===== config.mk =====
export PLATFORM = sky130hd
export DESIGN_NAME = ncl_mult3_seq_arbiter
export DESIGN_NICKNAME = d
export VERILOG_FILES = /design/src/rtl/ncl_mult3_seq_arbiter.sv
export SDC_FILE = /design/constraint.sdc
export NUM_CORES = 1
export LEC_CHECK = 0
export CORE_MARGIN = 4
export CORE_UTILIZATION = 45
export CTS_CLUSTER_SIZE = 24
export DETAILED_ROUTE_END_ITERATION = 6
export PLACE_DENSITY = 0.77
export SYNTH_ARGS = -nofsm -noshare
export SYNTH_HDL_FRONTEND = slang
export SYNTH_SLANG_ARGS = --single-unit

===== constraint.sdc =====
create_clock -name clk -period 3.41 [get_ports clk]
set_input_delay 0.682 -clock clk [delete_from_list [all_inputs] [get_ports clk]]
set_output_delay 0.682 -clock clk [all_outputs]
set_load 0.02 [all_outputs]

===== src/rtl/ncl_mult3_seq_arbiter.sv =====
// Clocked front end for a shared, unclocked 3x3 NCL multiplier. It arbitrates among
// NUM_REQ requesters, runs one DATA/NULL wavefront pair per request and returns the product.
//
// Handshakes (valid/ready): a transfer happens on a rising clk edge where valid and ready
// are both 1. A requester holds req_valid and its operands stable until it sees req_ready.
// req_ready is combinational (IDLE only). The DUT holds rsp_* stable while rsp_valid=1
// until rsp_ready=1.
module ncl_mult3_seq_arbiter #(
    parameter int NUM_REQ     = 4,
    parameter int TIMEOUT     = 255,
    parameter int SYNC_STAGES = 2
) (
    input  logic                   clk,
    input  logic                   rst,
    input  logic [NUM_REQ-1:0]     req_valid,
    output logic [NUM_REQ-1:0]     req_ready,
    input  logic [3*NUM_REQ-1:0]   req_a,
    input  logic [3*NUM_REQ-1:0]   req_b,
    output logic                   rsp_valid,
    input  logic                   rsp_ready,
    output logic [2:0]             rsp_id,
    output logic [5:0]             rsp_prod,
    output logic [1:0]             rsp_err,
    output logic [2:0]             a_rail1,
    output logic [2:0]             a_rail0,
    output logic [2:0]             b_rail1,
    output logic [2:0]             b_rail0,
    output logic                   mult_ki,
    output logic                   mult_rst,
    input  logic [5:0]             p_rail1,
    input  logic [5:0]             p_rail0,
    input  logic                   mult_ko
);

    localparam int CW = $clog2(TIMEOUT + 1);

    typedef enum logic [2:0] {
        S_RST_HOLD, S_IDLE, S_DRIVE, S_DATA_WAIT,
        S_NULLING, S_NULL_WAIT, S_RECOVER, S_RESP
    } state_t;

    state_t                          state_q, state_d;
    logic                            hold_q, hold_d;
    logic [2:0]                      ptr_q, ptr_d;
    logic [2:0]                      op_a_q, op_a_d, op_b_q, op_b_d;
    logic [CW-1:0]                   cnt_q, cnt_d;
    logic [2:0]                      rsp_id_q, rsp_id_d;
    logic [5:0]                      rsp_prod_q, rsp_prod_d;
    logic [1:0]                      rsp_err_q, rsp_err_d;
    logic                            rsp_valid_q, rsp_valid_d;
    logic [2:0]                      a_rail1_q, a_rail1_d, a_rail0_q, a_rail0_d;
    logic [2:0]                      b_rail1_q, b_rail1_d, b_rail0_q, b_rail0_d;
    logic                            mult_ki_q, mult_ki_d, mult_rst_q, mult_rst_d;
    logic                            comp_prev_q, comp_prev_d, nul_prev_q, nul_prev_d;
    logic [SYNC_STAGES-1:0][12:0]    sync_q, sync_d;

    logic [7:0]  valid_pad;
    logic [23:0] a_pad, b_pad;
    logic        found;
    logic [2:0]  gnt_idx, gnt_next;
    logic [3:0]  sum;
    logic [12:0] s_last;
    logic [5:0]  p1_s, p0_s;
    logic        ko_s, comp_now, nul_now, bad, comp_ok, nul_ok, drive_rails;

    assign valid_pad = 8'(req_valid);
    assign a_pad     = 24'(req_a);
    assign b_pad     = 24'(req_b);

    // Every asynchronous multiplier output passes through the same synchronizer chain.
    always_comb begin
        sync_d    = sync_q;
        sync_d[0] = {mult_ko, p_rail1, p_rail0};
        for (int s = 1; s < SYNC_STAGES; s++) begin
            sync_d[s] = sync_q[s-1];
        end
    end

    assign s_last      = sync_q[SYNC_STAGES-1];
    assign p0_s        = s_last[5:0];
    assign p1_s        = s_last[11:6];
    assign ko_s        = s_last[12];
    assign comp_now    = (&(p1_s ^ p0_s)) & ~ko_s;
    assign nul_now     = ~(|{p1_s, p0_s}) & ko_s;
    assign bad         = |(p1_s & p0_s);
    assign comp_ok     = comp_now & comp_prev_q;
    assign nul_ok      = nul_now & nul_prev_q;
    assign comp_prev_d = comp_now;
    assign nul_prev_d  = nul_now;

    // Round-robin search: first valid index at or after the pointer, wrapping.
    always_comb begin
        found   = 1'b0;
        gnt_idx = 3'd0;
        sum     = 4'd0;
        for (int i = 0; i < NUM_REQ; i++) begin
            sum = {1'b0, ptr_q} + 4'(i);
            if (sum >= 4'(NUM_REQ)) sum = sum - 4'(NUM_REQ);
            if (!found && valid_pad[sum[2:0]]) begin
                found   = 1'b1;
                gnt_idx = sum[2:0];
            end
        end
        gnt_next = (gnt_idx == 3'(NUM_REQ - 1)) ? 3'd0 : gnt_idx + 3'd1;
    end

    always_comb begin
        state_d    = state_q;
        hold_d     = 1'b0;
        ptr_d      = ptr_q;
        op_a_d     = op_a_q;
        op_b_d     = op_b_q;
        cnt_d      = cnt_q;
        rsp_id_d   = rsp_id_q;
        rsp_prod_d = rsp_prod_q;
        rsp_err_d  = rsp_err_q;
        req_ready  = '0;
        case (state_q)
            S_RST_HOLD: begin
                hold_d = 1'b1;
                if (hold_q) begin
                    hold_d  = 1'b0;
                    state_d = S_IDLE;
                end
            end
            S_IDLE: begin
                if (found) begin
                    req_ready = NUM_REQ'(8'd1 << gnt_idx);
                    op_a_d    = a_pad[5'(gnt_idx) * 5'd3 +: 3];
                    op_b_d    = b_pad[5'(gnt_idx) * 5'd3 +: 3];
                    rsp_id_d  = gnt_idx;
                    ptr_d     = gnt_next;
                    state_d   = S_DRIVE;
                end
            end
            S_DRIVE: begin
                cnt_d   = '0;
                state_d = S_DATA_WAIT;
            end
            S_DATA_WAIT: begin
                cnt_d = cnt_q + CW'(1);
                if (bad) begin
                    rsp_err_d  = 2'b01;
                    rsp_prod_d = 6'd0;
                    state_d    = S_NULLING;
                end else if (comp_ok) begin
                    rsp_err_d  = 2'b00;
                    rsp_prod_d = p1_s;
                    state_d    = S_NULLING;
                end else if (cnt_d == CW'(TIMEOUT)) begin
                    state_d = S_RECOVER;
                end
            end
            S_NULLING: begin
                cnt_d   = '0;
                state_d = S_NULL_WAIT;
            end
            S_NULL_WAIT: begin
                cnt_d = cnt_q + CW'(1);
                if (nul_ok) begin
                    state_d = S_RESP;
                end else if (cnt_d == CW'(TIMEOUT)) begin
                    state_d = S_RECOVER;
                end
            end
            S_RECOVER: begin
                hold_d = 1'b1;
                if (hold_q) begin
                    hold_d     = 1'b0;
                    rsp_err_d  = 2'b10;
                    rsp_prod_d = 6'd0;
                    state_d    = S_RESP;
                end
            end
            S_RESP: begin
                if (rsp_ready) state_d = S_IDLE;
            end
            default: state_d = S_RST_HOLD;
        endcase

        // Multiplier-facing outputs are registered from the next state so they never glitch.
        drive_rails = (state_d == S_DRIVE) || (state_d == S_DATA_WAIT);
        a_rail1_d   = drive_rails ? op_a_d  : 3'd0;
        a_rail0_d   = drive_rails ? ~op_a_d : 3'd0;
        b_rail1_d   = drive_rails ? op_b_d  : 3'd0;
        b_rail0_d   = drive_rails ? ~op_b_d : 3'd0;
        mult_ki_d   = !((state_d == S_NULLING) || (state_d == S_NULL_WAIT));
        mult_rst_d  = (state_d == S_RST_HOLD) || (state_d == S_RECOVER);
        rsp_valid_d = (state_d == S_RESP);
    end

    always_ff @(posedge clk) begin
        if (rst) begin
            state_q     <= S_RST_HOLD;
            hold_q      <= 1'b0;
            ptr_q       <= 3'd0;
            op_a_q      <= 3'd0;
            op_b_q      <= 3'd0;
            cnt_q       <= '0;
            rsp_id_q    <= 3'd0;
            rsp_prod_q  <= 6'd0;
            rsp_err_q   <= 2'b00;
            rsp_valid_q <= 1'b0;
            a_rail1_q   <= 3'd0;
            a_rail0_q   <= 3'd0;
            b_rail1_q   <= 3'd0;
            b_rail0_q   <= 3'd0;
            mult_ki_q   <= 1'b1;
            mult_rst_q  <= 1'b1;
            comp_prev_q <= 1'b0;
            nul_prev_q  <= 1'b0;
            sync_q      <= '0;
        end else begin
            state_q     <= state_d;
            hold_q      <= hold_d;
            ptr_q       <= ptr_d;
            op_a_q      <= op_a_d;
            op_b_q      <= op_b_d;
            cnt_q       <= cnt_d;
            rsp_id_q    <= rsp_id_d;
            rsp_prod_q  <= rsp_prod_d;
            rsp_err_q   <= rsp_err_d;
            rsp_valid_q <= rsp_valid_d;
            a_rail1_q   <= a_rail1_d;
            a_rail0_q   <= a_rail0_d;
            b_rail1_q   <= b_rail1_d;
            b_rail0_q   <= b_rail0_d;
            mult_ki_q   <= mult_ki_d;
            mult_rst_q  <= mult_rst_d;
            comp_prev_q <= comp_prev_d;
            nul_prev_q  <= nul_prev_d;
            sync_q      <= sync_d;
        end
    end

    assign rsp_valid = rsp_valid_q;
    assign rsp_id    = rsp_id_q;
    assign rsp_prod  = rsp_prod_q;
    assign rsp_err   = rsp_err_q;
    assign a_rail1   = a_rail1_q;
    assign a_rail0   = a_rail0_q;
    assign b_rail1   = b_rail1_q;
    assign b_rail0   = b_rail0_q;
    assign mult_ki   = mult_ki_q;
    assign mult_rst  = mult_rst_q;

endmodule


Word-level counts from Yosys, hierarchy flattened

Index checks and enable logic that the tools add are counted.

Multipliers: 1
$add $sub $neg: 9
Reductions and logical operators: 24
Equal/unequal tests: 17
Bitwise gates (word level): 12
Shift-type cells: 3
Muxes and demuxes: 46
Order comparisons: 8

Operator list:

| cell                                                                         | count |
|---|---|
| 3-bit 2-to-1 mux                                                             | 21 |
| 24-bit by 6-bit indexed part select with 3-bit output                        | 2 |
| 3-bit equality test, second input constant                                   | 8 |
| 3-bit case mux with 8 select lines                                           | 1 |
| 6-bit 2-to-1 mux                                                             | 3 |
| 3-bit by 4-bit less-than comparator with 1-bit output, second input constant | 4 |
| 8-bit case mux with 2 select lines                                           | 1 |
| 3-bit by 2-bit equality test with 1-bit output, second input constant        | 5 |
| 1-bit binary-select mux with 3-bit select                                    | 4 |
| 4-bit by 3-bit >= comparator with 1-bit output, second input constant        | 3 |
| 6-bit case mux with 2 select lines                                           | 1 |
| 12-bit OR reduction                                                          | 1 |
| 3-bit subtractor, second input constant                                      | 4 |
| 2-bit OR reduction                                                           | 5 |
| 1-bit 2-to-1 mux                                                             | 9 |
| 3-bit by 2-bit adder with 4-bit output, second input constant                | 2 |
| 8-bit by 1-bit adder with 8-bit output, second input constant                | 1 |
| 8-bit equality test, second input constant                                   | 1 |
| 4-bit 2-to-1 mux                                                             | 2 |
| 6-bit AND                                                                    | 1 |
| 3-bit zero test                                                              | 2 |
| 2-bit 2-to-1 mux                                                             | 3 |
| 3-bit NOT                                                                    | 2 |
| 6-bit AND reduction                                                          | 1 |
| 19 further kinds                                                             | 33 |

Logic and storage cells: 140
Output and inout port bits: 30
Bits of input ports: 44
Register bits after elaboration: 75

Longest topological paths before layout

Gate-level depths: netlist (run 1).

Depth in word-level cells: 20
Gate-level depth with buffers: 13
Gate-level depth less buffers: 11

Worst setup path after synthesis (run 1)

Ideal clock, no wire load.

Path type: reg-to-output
From: register ptr_q[0]
To: output req_ready[0]
Data required time: 2728 ps
Path buffers: 2
Stages on the path, launching flop included: 10
Path slack: 75 ps
Arrival time: 2653 ps
Cells stage by stage: dfxtp_1 > buf_6 > inv_1 > ha_1 > mux2i_1 > a21oi_2 > nand2_1 > a311oi_1 > clkbuf_1 > and2_1

Cells in the longest elaborated chain, start to end: 17
Elaborated cells between the ends (all ways): 40
Classes of those cells: add/sub (7); order compare (4); shift (1); mux (22); reduce/logical (6)

Ends and longest elaborated chain:

| element                                                                         | RTL line | RTL |
|---|---|---|
| start: declaration                                                              | 44       | `logic [2:0] ptr_q, ptr_d;` |
| start signal: assignment                                                        | 216      | `ptr_q <= ptr_d;` |
| branches (longest 15 deep; another with 3-bit by 1-bit adder with 4-bit output) | -        |  |
| 4-bit 2-to-1 mux (*)                                                            | 127      | `if (found) begin` |
| 4-bit 2-to-1 mux (*)                                                            | 118      | `case (state_q)` |
| end: declaration                                                                | 16       | `output logic [NUM_REQ-1:0] req_ready,` |

Mark *: on every way between the ends. The select of a mux whose other input is x is not followed.

Worst setup path in the final report (run 1)

From: input req_valid[1]
To: output req_ready[0]

Cells in the longest elaborated chain, start to end: 15
Elaborated cells between the ends (all ways): 25
Classes of those cells: shift (1); mux (18); reduce/logical (6)

Ends and longest elaborated chain:

| element                                     | RTL line | RTL |
|---|---|---|
| start: declaration                          | 15       | `input logic [NUM_REQ-1:0] req_valid,` |
| 1-bit binary-select mux with 3-bit select   | 99       | `if (!found && valid_pad[sum[2:0]]) begin` |
| 1-bit 2-to-1 mux (not written as such)      | 99       |  |
| 1-bit 2-to-1 mux                            | 99       |  |
| 1-bit zero test                             | 99       |  |
| 1-bit logical AND                           | 99       |  |
| 1-bit 2-to-1 mux                            | 99       |  |
| 1-bit zero test                             | 99       |  |
| 1-bit logical AND                           | 99       |  |
| 1-bit 2-to-1 mux                            | 99       |  |
| 1-bit zero test                             | 99       |  |
| 1-bit logical AND                           | 99       |  |
| 3-bit 2-to-1 mux                            | 99       |  |
| 1-bit by 3-bit << shifter with 4-bit output | 128      | `req_ready = NUM_REQ'(8'd1 << gnt_idx);` |
| 4-bit 2-to-1 mux (*)                        | 127      |  |
| 4-bit 2-to-1 mux (*)                        | 118      |  |

Every way passes the cells marked *; elsewhere a longest branch is shown, timed or not. The select of a mux whose other input is x is not followed.

==> metrics.txt, run 1 <==
fin crit period 3.36 ns; commonest non-fill, non-tap cell in the layout dfxtp_1; vias in the first global route 3137; period utilization 98.4%; metal1 wirelength 3.82 mm; PortBufs 73; Post-Syn Instances slightly below 400; Crit path depth 8; Slew @ Worst Pin 0.697 ns; commonest non-fill, non-tap cells in the layout dfxtp_1 (75), clkdlybuf4s50_1 (64), buf_4 (40); gr usage total between 10% and 20%; Max FO, Critical Path 7; total gr overflow 0; 1st-iter DRT viols 164; critical path's most frequent cell buf_4; mean post-synth cell area 9.45 um2; nets 550; initial antenna violation count 0; critical path capture point type output pin; synth-to-layout area growth 37.1%; ys flop type dfxtp_1; gp weighted congestion 0.948; worst reg2reg path depth 11; PwrDens 842 mW/mm2; post-synth cell types 67; Post-synth EDFFs 0; RSZ-0062 raised after global routing yes; delay-heaviest family, CP buffers and inverters; asr flop ratio synth 0%; Max Freq 298 MHz; drt total wl 9.13 mm; Crit Path Class in2out; Die H 98.4 um; number of inserted diodes 0; CP startpoint kind input port; per-cell routed wire length 15.2 um; number of max-cap violations 0; Max VDD drop 0.421 mV; Clk Latency, worst-skew pair 0.34 ns; run status finished, final reports clean; CTS tree done; final hold vios 0; final setup fails 0; metal3 WL 458 um; Slew Limit Fails 0; Synth area leaders dfxtp_1 (41%), nor2b_1 (5.1%), ha_1 (4.8%), nor2_1 (3.1%), a21oi_1 (3.0%); share of layout cells above drive strength 1 between 20% and 30%; first-pass GRT wire length 15.0 mm; die area 0.00968 mm2; setup slack after layout 0.0530 ns; synthesis-stage register bit count between 70 and 80; worst path buffer plus inverter count 4; Critical Path AT 2.67 ns; remaining antenna violation count 0; final routed DRC violation total 0; Post-CTS Hold Buffers 0; Final Skew 0.0117 ns; Mapped Nets 447; top sig layer met4; sequential share of the synthesized area 40.8%; WHS 0.442 ns; Met2 Wirelength 4.67 mm; pre-CTS setup slack -0.643 ns; CTS Buffer Depth 2; CP required between 2 and 3 ns; H-tree Lvls 3; CTS clock-pin slew for the worst setup and hold paths 0.08 ns; final core area utilization 64.2%; largest net degree at the start of global routing 37; clock root buffer clkbuf_8; Leak 1.96 nW; cell chain of the critical path dlygate4sd2_1 > mux4_2 > buf_4 > buf_4 > a221oi_4 > a311oi_4 > and2_1 > clkdlybuf4s15_2; top cell type's share of synthesized area approximately two fifths; hold crit path type reg2reg; total number of vias roughly 3200; fillers about 650; Clock Sinks 75; Starting Density approximately 47%; CTS Buf Count 9; area leader, netlist dfxtp_1; Largest stage delay, worst path 0.55 ns; slowest cell on the critical path mux4_2; hold depth 1; post-DP HPWL 6.69 mm; Relative slew margins 53.5%; # IOs 74; number of synthesis warnings 0; via/cell ratio 5.33; # rows 32; die width 98.4 um; area of the core 0.00785 mm2; Mapped Area between 0.003 and 0.004 mm2; DRT Pass-1 Iters 4
## sequential cells by signal, summed over array words and instances, names as in the netlist, 2 cells and up
register  count
a_rail0       3
a_rail1       3
b_rail0       3
b_rail1       3
cnt_q         8
op_a_q        3
op_b_q        3
ptr_q         3
rsp_err       2
rsp_id        3
rsp_prod      6
s_last       13
state_q       3
sync_d       13
## worst paths after layout
check	start	endpoint	slack (ns)
setup reg to reg	ptr_q[0]	op_b_q[1]	0.42
hold reg to reg	sync_d[22]	s_last[9]	0.44
setup / recovery	req_valid[1]	req_ready[0]	0.05
hold / removal	sync_d[22]	s_last[9]	0.44
## cell type report
type | count | area (um2) | share of cell area, %
inverters | 9 | 33.8 | 0.670
well taps | 102 | 128 | 2.53
flip-flops and latches | 75 | 1500 | 29.8
clock inverters | 7 | 121 | 2.41
multi-input cells | 283 | 2110 | 41.9
clock buffers | 9 | 124 | 2.46
repair buffers | 114 | 1020 | 20.3
## Yosys cell counts, drive strengths merged, types with 3 or more instances
cell and number:
nor2b 30, dfxtp 75, nand3 23, o31ai 7
ha 14, and2 6, inv 9, nor3b 5
nor4 6, o21ai 7, nor2 30, a31oi 4
clkbuf 15, a21oi 23, nor3 21, mux2i 9
nand2 26, mux2 9, a21o 3, a211o 7
buf 7, o211ai 3, a211oi 9, a22oi 3
## repair_timing
action | 4_1_cts | 5_1_grt
pin swaps | 4 | 1
setup endpoints to repair | 4 | 4
buffers inserted | 4 | 3
resized for setup | 26 | 12
## kinds of logic after synthesis
| logic type | count (synthesis) | synth area share, % |
|---|---|---|
| AO/OA/AOI/OAI | 84 | 19.4 |
| XOR/XNOR | 4 | 0.953 |
| adder cells (fa/ha/maj) | 14 | 4.76 |
| buffers and inverters | 31 | 3.84 |
| flip-flops | 75 | 40.8 |
| multiplexers | 20 | 6.64 |
| AND/OR/NAND/NOR | 161 | 23.6 |
## report_power, final
group | internal (mW) | switching [mW] | leakage [nW]
sequential | 1.01 | 0.105 | 0.613
combinational | 1.06 | 1.24 | 1.22
clock | 0.493 | 0.332 | 0.125
## metal layers
| layer | vias to the layer above | track usage [%] |
|---|---|---|
| met5 | - | 0 |
| met2 | 76 | 32.0 |
| li1 | 1617 | - |
| met4 | 0 | 7.04 |
| met1 | 1485 | 23.4 |
| met3 | 12 | 3.71 |
## through the flow
stage                     area (um2)  total power, mW  std cells  setup TNS (ns)
after floorplan                 3680             2.50        389               0
after global placement          4680             3.18        576           -3.69
after detailed placement        4680             3.22        576           -4.80
after CTS                       5010             4.15        596               0
after global routing            5040             4.49        599         -0.0315
final                           5040             4.24        599               0
Power figures use the tool's default switching activity.
==> run 2: changes to the inputs <==
GPL_TIMING_DRIVEN = 0   (was not set)
==> run 2 against run 1 <==
  * Largest cell class unchanged
  * Global-route usage is 1.1 points higher
  * The run now ends with negative setup slack left
  * Flip-flop and latch count unchanged
  * Total power increased by 3.5%
  * Wire length is 8.8% higher
==> metrics.txt, run 2 (same netlist as run 1, synthesis figures left out) <==
PwrDens about 850 mW/mm2; remaining antenna violation count 0; drt total wl ~9.9 mm; CTS clock-pin slew for the worst setup and hold paths approximately 0.08 ns; setup TNS -0.358 ns; Leak about 1.9 nW; gp weighted congestion slightly below 0.9; Post-Place Cell Area roughly 0.0045 mm2; worst r2r dst op_b_q[1]; synth-to-layout area growth 39.7%; CTS Buf Count 9; GR met1 Demand/Resource 24.1%; period utilization 103%; run status finished with violations; final core area utilization 65.5%; # rows 32; commonest non-fill, non-tap cells in the layout dfxtp_1 (73), clkdlybuf4s50_1 (64), nor2_1 (30), nor2b_1 (30), buf_4 (27); CP startpoint kind register; final setup fails 4; area of the core 0.00785 mm2; share of layout cells above drive strength 1 a little under a quarter; per-cell routed wire length 16.4 um; # IOs 74; CTS tree done; number of max-cap violations 0; Crit Path Class reg2out; RSZ-0062 raised after global routing yes; Clk Latency, worst-skew pair 0.35 ns; die area roughly 0.0097 mm2; commonest non-fill, non-tap cell in the layout dfxtp_1; initial antenna violation count 0; worst reg2reg path depth 12; Relative slew margins 63.3%; Slew Limit Fails 0; PortBufs 72; H-tree Lvls 3; die width ~98 um; Starting Density 46.9%; 1st-iter DRT viols 186; via/cell ratio 5.65; Max FO, Critical Path 5; GR Util met2 34.2%; Hold Crit Endpoint s_last[10]; Die H 98.4 um; largest net degree at the start of global routing 16; Slew @ Worst Pin 0.550 ns; DRT Pass-1 Iters 5; total number of vias approximately 3400; nets 557; CP required 2.73 ns; CTS Buffer Depth 2; total gr overflow 0; hold depth 1; GRT met3 Usage 3.21%; final hold vios 0; fin crit period 3.53 ns; final instance area 0.00514 mm2; first-pass GRT wire length between 15 and 20 mm; post-DP HPWL 6.71 mm; busiest grt layer met2; gr usage total between 10% and 20%; Critical Path AT approximately 2.8 ns; vias in the first global route 3323; Final Skew 0.00968 ns; Clock Sinks 75; hold crit path type reg2reg; critical path capture point type output pin; reg2reg start ptr_q[1]; Hold Crit Start sync_d[23]; final routed DRC violation total 0; number of inserted diodes 0; failing checks negative setup slack; Max VDD drop 0.296 mV; setup slack after layout -0.117 ns; clock root buffer clkbuf_8; Max Freq 284 MHz; R2R Setup Slk 0.31 ns
run 2: cell types whose count changed in the layout (fill, tap and decap cells not counted), moves of 4 or more:
| cell | delta |
|---|---|
| clkbuf_1 | +13 |
| and2_4 | +4 |
| and2_1 | -4 |
| clkinvlp_4 | +4 |
| buf_4 | -13 |
| buf_6 | +7 |
run 2: final cells by class:
cell class	count	area, um2
Buffer	22	149
Clock inverter	7	58.8
Multi-Input combinational cell	283	2200
Inverter	9	46.3
Fill cell	614	2710
Tap cell	102	128
Clock buffer	9	124
Timing Repair Buffer	99	926
Sequential cell	75	1510
run 2: through the flow:
stage | hold slack, ns | instances | power [mW] | worst slack, ns
detailed placement | 0.424 | 563 | 3.02 | -1.18
global route | 0.463 | 606 | 4.63 | -0.189
finish | 0.442 | 606 | 4.39 | -0.117
CTS | 0.444 | 599 | 4.16 | -0.0347
floorplan | 0.412 | 389 | 2.50 | 0.0754
global placement | 0.427 | 563 | 2.96 | -1.15
run 2: worst max path at each step:
stage                       startpoint           end  slack (ns)
after CTS                     ptr_q[1]  req_ready[3]       -0.03
after global placement    req_valid[2]  req_ready[2]       -1.15
final                         ptr_q[1]  req_ready[3]       -0.12
after floorplan               ptr_q[0]  req_ready[0]        0.08
after detailed placement  req_valid[2]  req_ready[2]       -1.18
after global routing          ptr_q[0]  req_ready[3]       -0.19
run 2: routing by layer:
layer  vias to the layer above  wire (um)
met1                      1640       4080
met3                        36        465
li1                       1633          -
met4                         0        366
met2                       117       5030
met5                         -          0
run 2: power by group:
group | switching [mW] | total [mW] | internal [mW]
combinational | 1.46 | 2.68 | 1.22
clock | 0.351 | 0.624 | 0.274
sequential | 0.0735 | 1.09 | 1.01
run 2: what timing repair did:
action | in CTS | in global routing
gates resized for setup | 69 | 10
endpoints found under the setup margin | 4 | 4
pin swaps | 8 | 9
hold buffers | 0 | 0
setup buffers | 20 | 7
run 2: worst max-delay path: stages (launching register included):
cell and delay, ns:
dfxtp_2 0.34, buf_6 0.10, clkinvlp_4 0.11, ha_4 0.35, mux2i_4 0.29, a21oi_4 0.12, a2111o_1 0.47, o31ai_4 0.09
buf_6 0.17, inv_6 0.04, ha_4 0.15, and2_4 0.13, buf_6 0.12
==> run 3: changes to the inputs <==
CORE_UTILIZATION = 47   (was 45)
PLACE_DENSITY = 0.8   (was 0.77)
==> run 3 against run 2 <==
  * Sequential share of layout area about the same
  * Via count decreased by 2.5%
  * Worst setup slack improved by 0.033 ns
  * Core utilization increased by 3.9 points
  * Critical path depth decreased by 1
  * Critical endpoint is now req_ready[1]
  * Wire length decreased by 3.0%
  * The flow still finishes with violations (negative setup slack)
  * Register-to-register slack got worse by 0.09 ns
  * Largest cell class unchanged
  * Global-route usage increased by 1.7 points
==> metrics.txt, run 3 (same netlist as run 1, synthesis figures left out) <==
run status finished with violations; failing checks negative setup slack; final hold vios 0; # rows 31; Max Freq 286 MHz; largest net degree at the start of global routing 16; share of layout cells above drive strength 1 between 20% and 30%; die width slightly below 100 um; Starting Density approximately half; Relative slew margins 64.6%; CP startpoint kind register; post-DP HPWL between 6 and 7 mm; fillers 560; nets 555; number of inserted diodes 0; commonest non-fill, non-tap cells in the layout dfxtp_1 (73), clkdlybuf4s50_1 (64), nor2_1 (30), nor2b_1 (30), buf_4 (25); CTS Buffer Depth 2; clock root buffer clkbuf_8; number of max-cap violations 0; Die H about 96 um; Leak 1.91 nW; CTS tree done; Finished Layout Cells ~600; via/cell ratio 5.56; Post-Place Cell Area between 0.004 and 0.005 mm2; gr usage total 21.6%; Clk Latency, worst-skew pair 0.35 ns; remaining antenna violation count 0; # IOs 74; CP required 2.73 ns; CTS clock-pin slew for the worst setup and hold paths 0.08 ns; 1st-iter DRT viols 186; Clock Sinks 75; initial antenna violation count 0; Critical Path AT 2.81 ns; total gr overflow 0; Pwr Total 4.36 mW; Final Skew 0.00943 ns; H-tree Lvls 3; first-pass GRT wire length 15.5 mm; critical path capture point type output pin; slowest cell on the critical path a2111oi_4; Max FO, Critical Path 6; final setup fails 4; DRT Pass-1 Iters 4; vias in the first global route 3334; Max VDD drop 0.342 mV; Slew @ Worst Pin roughly 0.53 ns; synth-to-layout area growth 39.8%; Slew Limit Fails 0; Crit Path Class reg2out; hold crit path type reg2reg; commonest non-fill, non-tap cell in the layout dfxtp_1; CTS Buf Count 9; per-cell routed wire length 16.0 um; gp weighted congestion between 0.8 and 0.9; placed insts 560; PortBufs between 70 and 80; period utilization 102%; Post-CTS Hold Buffers 0; RSZ-0062 raised after global routing yes; area of the core around 0.0074 mm2; final instance area between 0.005 and 0.006 mm2; fin crit period about 3.5 ns; final core area utilization 69.4%; drt total wl 9.64 mm; cell chain of the critical path buf_8 > clkinvlp_4 > ha_4 > mux2i_4 > a21oi_4 > a2111oi_4 > o31ai_4 > buf_12 > ha_1 > and2_4 > buf_6; Largest stage delay, worst path 0.43 ns; PwrDens 848 mW/mm2; total number of vias 3339; die area 0.00930 mm2; setup slack after layout -0.0834 ns; final routed DRC violation total 0
-- run 3: final timing paths --
check,startpoint,endpoint,slack [ns],depth (start not counted)
min,sync_d[21],s_last[8],0.44,1
max,ptr_q[0],req_ready[1],-0.08,11
max reg2reg,ptr_q[0],op_b_q[1],0.22,13
min reg2reg,sync_d[21],s_last[8],0.44,1
-- run 3: final cells by class --
class	instances	area [um2]	area share, %
buffer	21	138	2.68
inverter	9	46.3	0.901
clock inverter	7	58.8	1.14
multi-input combinational	283	2210	42.9
sequential	75	1510	29.3
tap	99	124	2.41
timing repair buffer	98	936	18.2
clock buffer	9	124	2.41
-- run 3: through the flow --
| stage | setup TNS (ns) | worst slack (ns) | hold WS, ns |
|---|---|---|---|
| after floorplan | 0 | 0.0754 | 0.412 |
| after global placement | -6.44 | -1.15 | 0.424 |
| after detailed placement | -7.95 | -1.27 | 0.424 |
| after CTS | -0.136 | -0.0500 | 0.443 |
| after global routing | -0.610 | -0.172 | 0.460 |
| final | -0.281 | -0.0834 | 0.439 |
-- run 3: power breakdown --
group	internal (mW)	switching, mW
logic	1.23	1.41
clock network	0.274	0.350
registers	1.01	0.0784
-- run 3: layer usage --
layer  share of wire (%)  global-route usage [%]  vias to the layer above
li1                    -                       -                     1640
met1                  42                    25.5                     1579
met2                  50                    37.2                       92
met3                 5.1                    3.95                       28
met4                 3.1                    11.2                        0
met5                   0                       0                        -
-- run 3: critical path, delay by kind of cell (launching register included) --
family | cells | cell delay (ns)
AO/OA/AOI/OAI | 3 | 0.69
AND/OR/NAND/NOR | 1 | 0.14
flip-flops | 1 | 0.37
buffers and inverters | 4 | 0.46
multiplexers | 1 | 0.28
adder cells (fa/ha/maj) | 2 | 0.52
-- run 3: timing repair --
item | in CTS | in global routing
gates resized for setup | 78 | 7
buffers inserted | 20 | 9
pin swaps | 8 | 7
endpoints found under the setup margin | 4 | 4
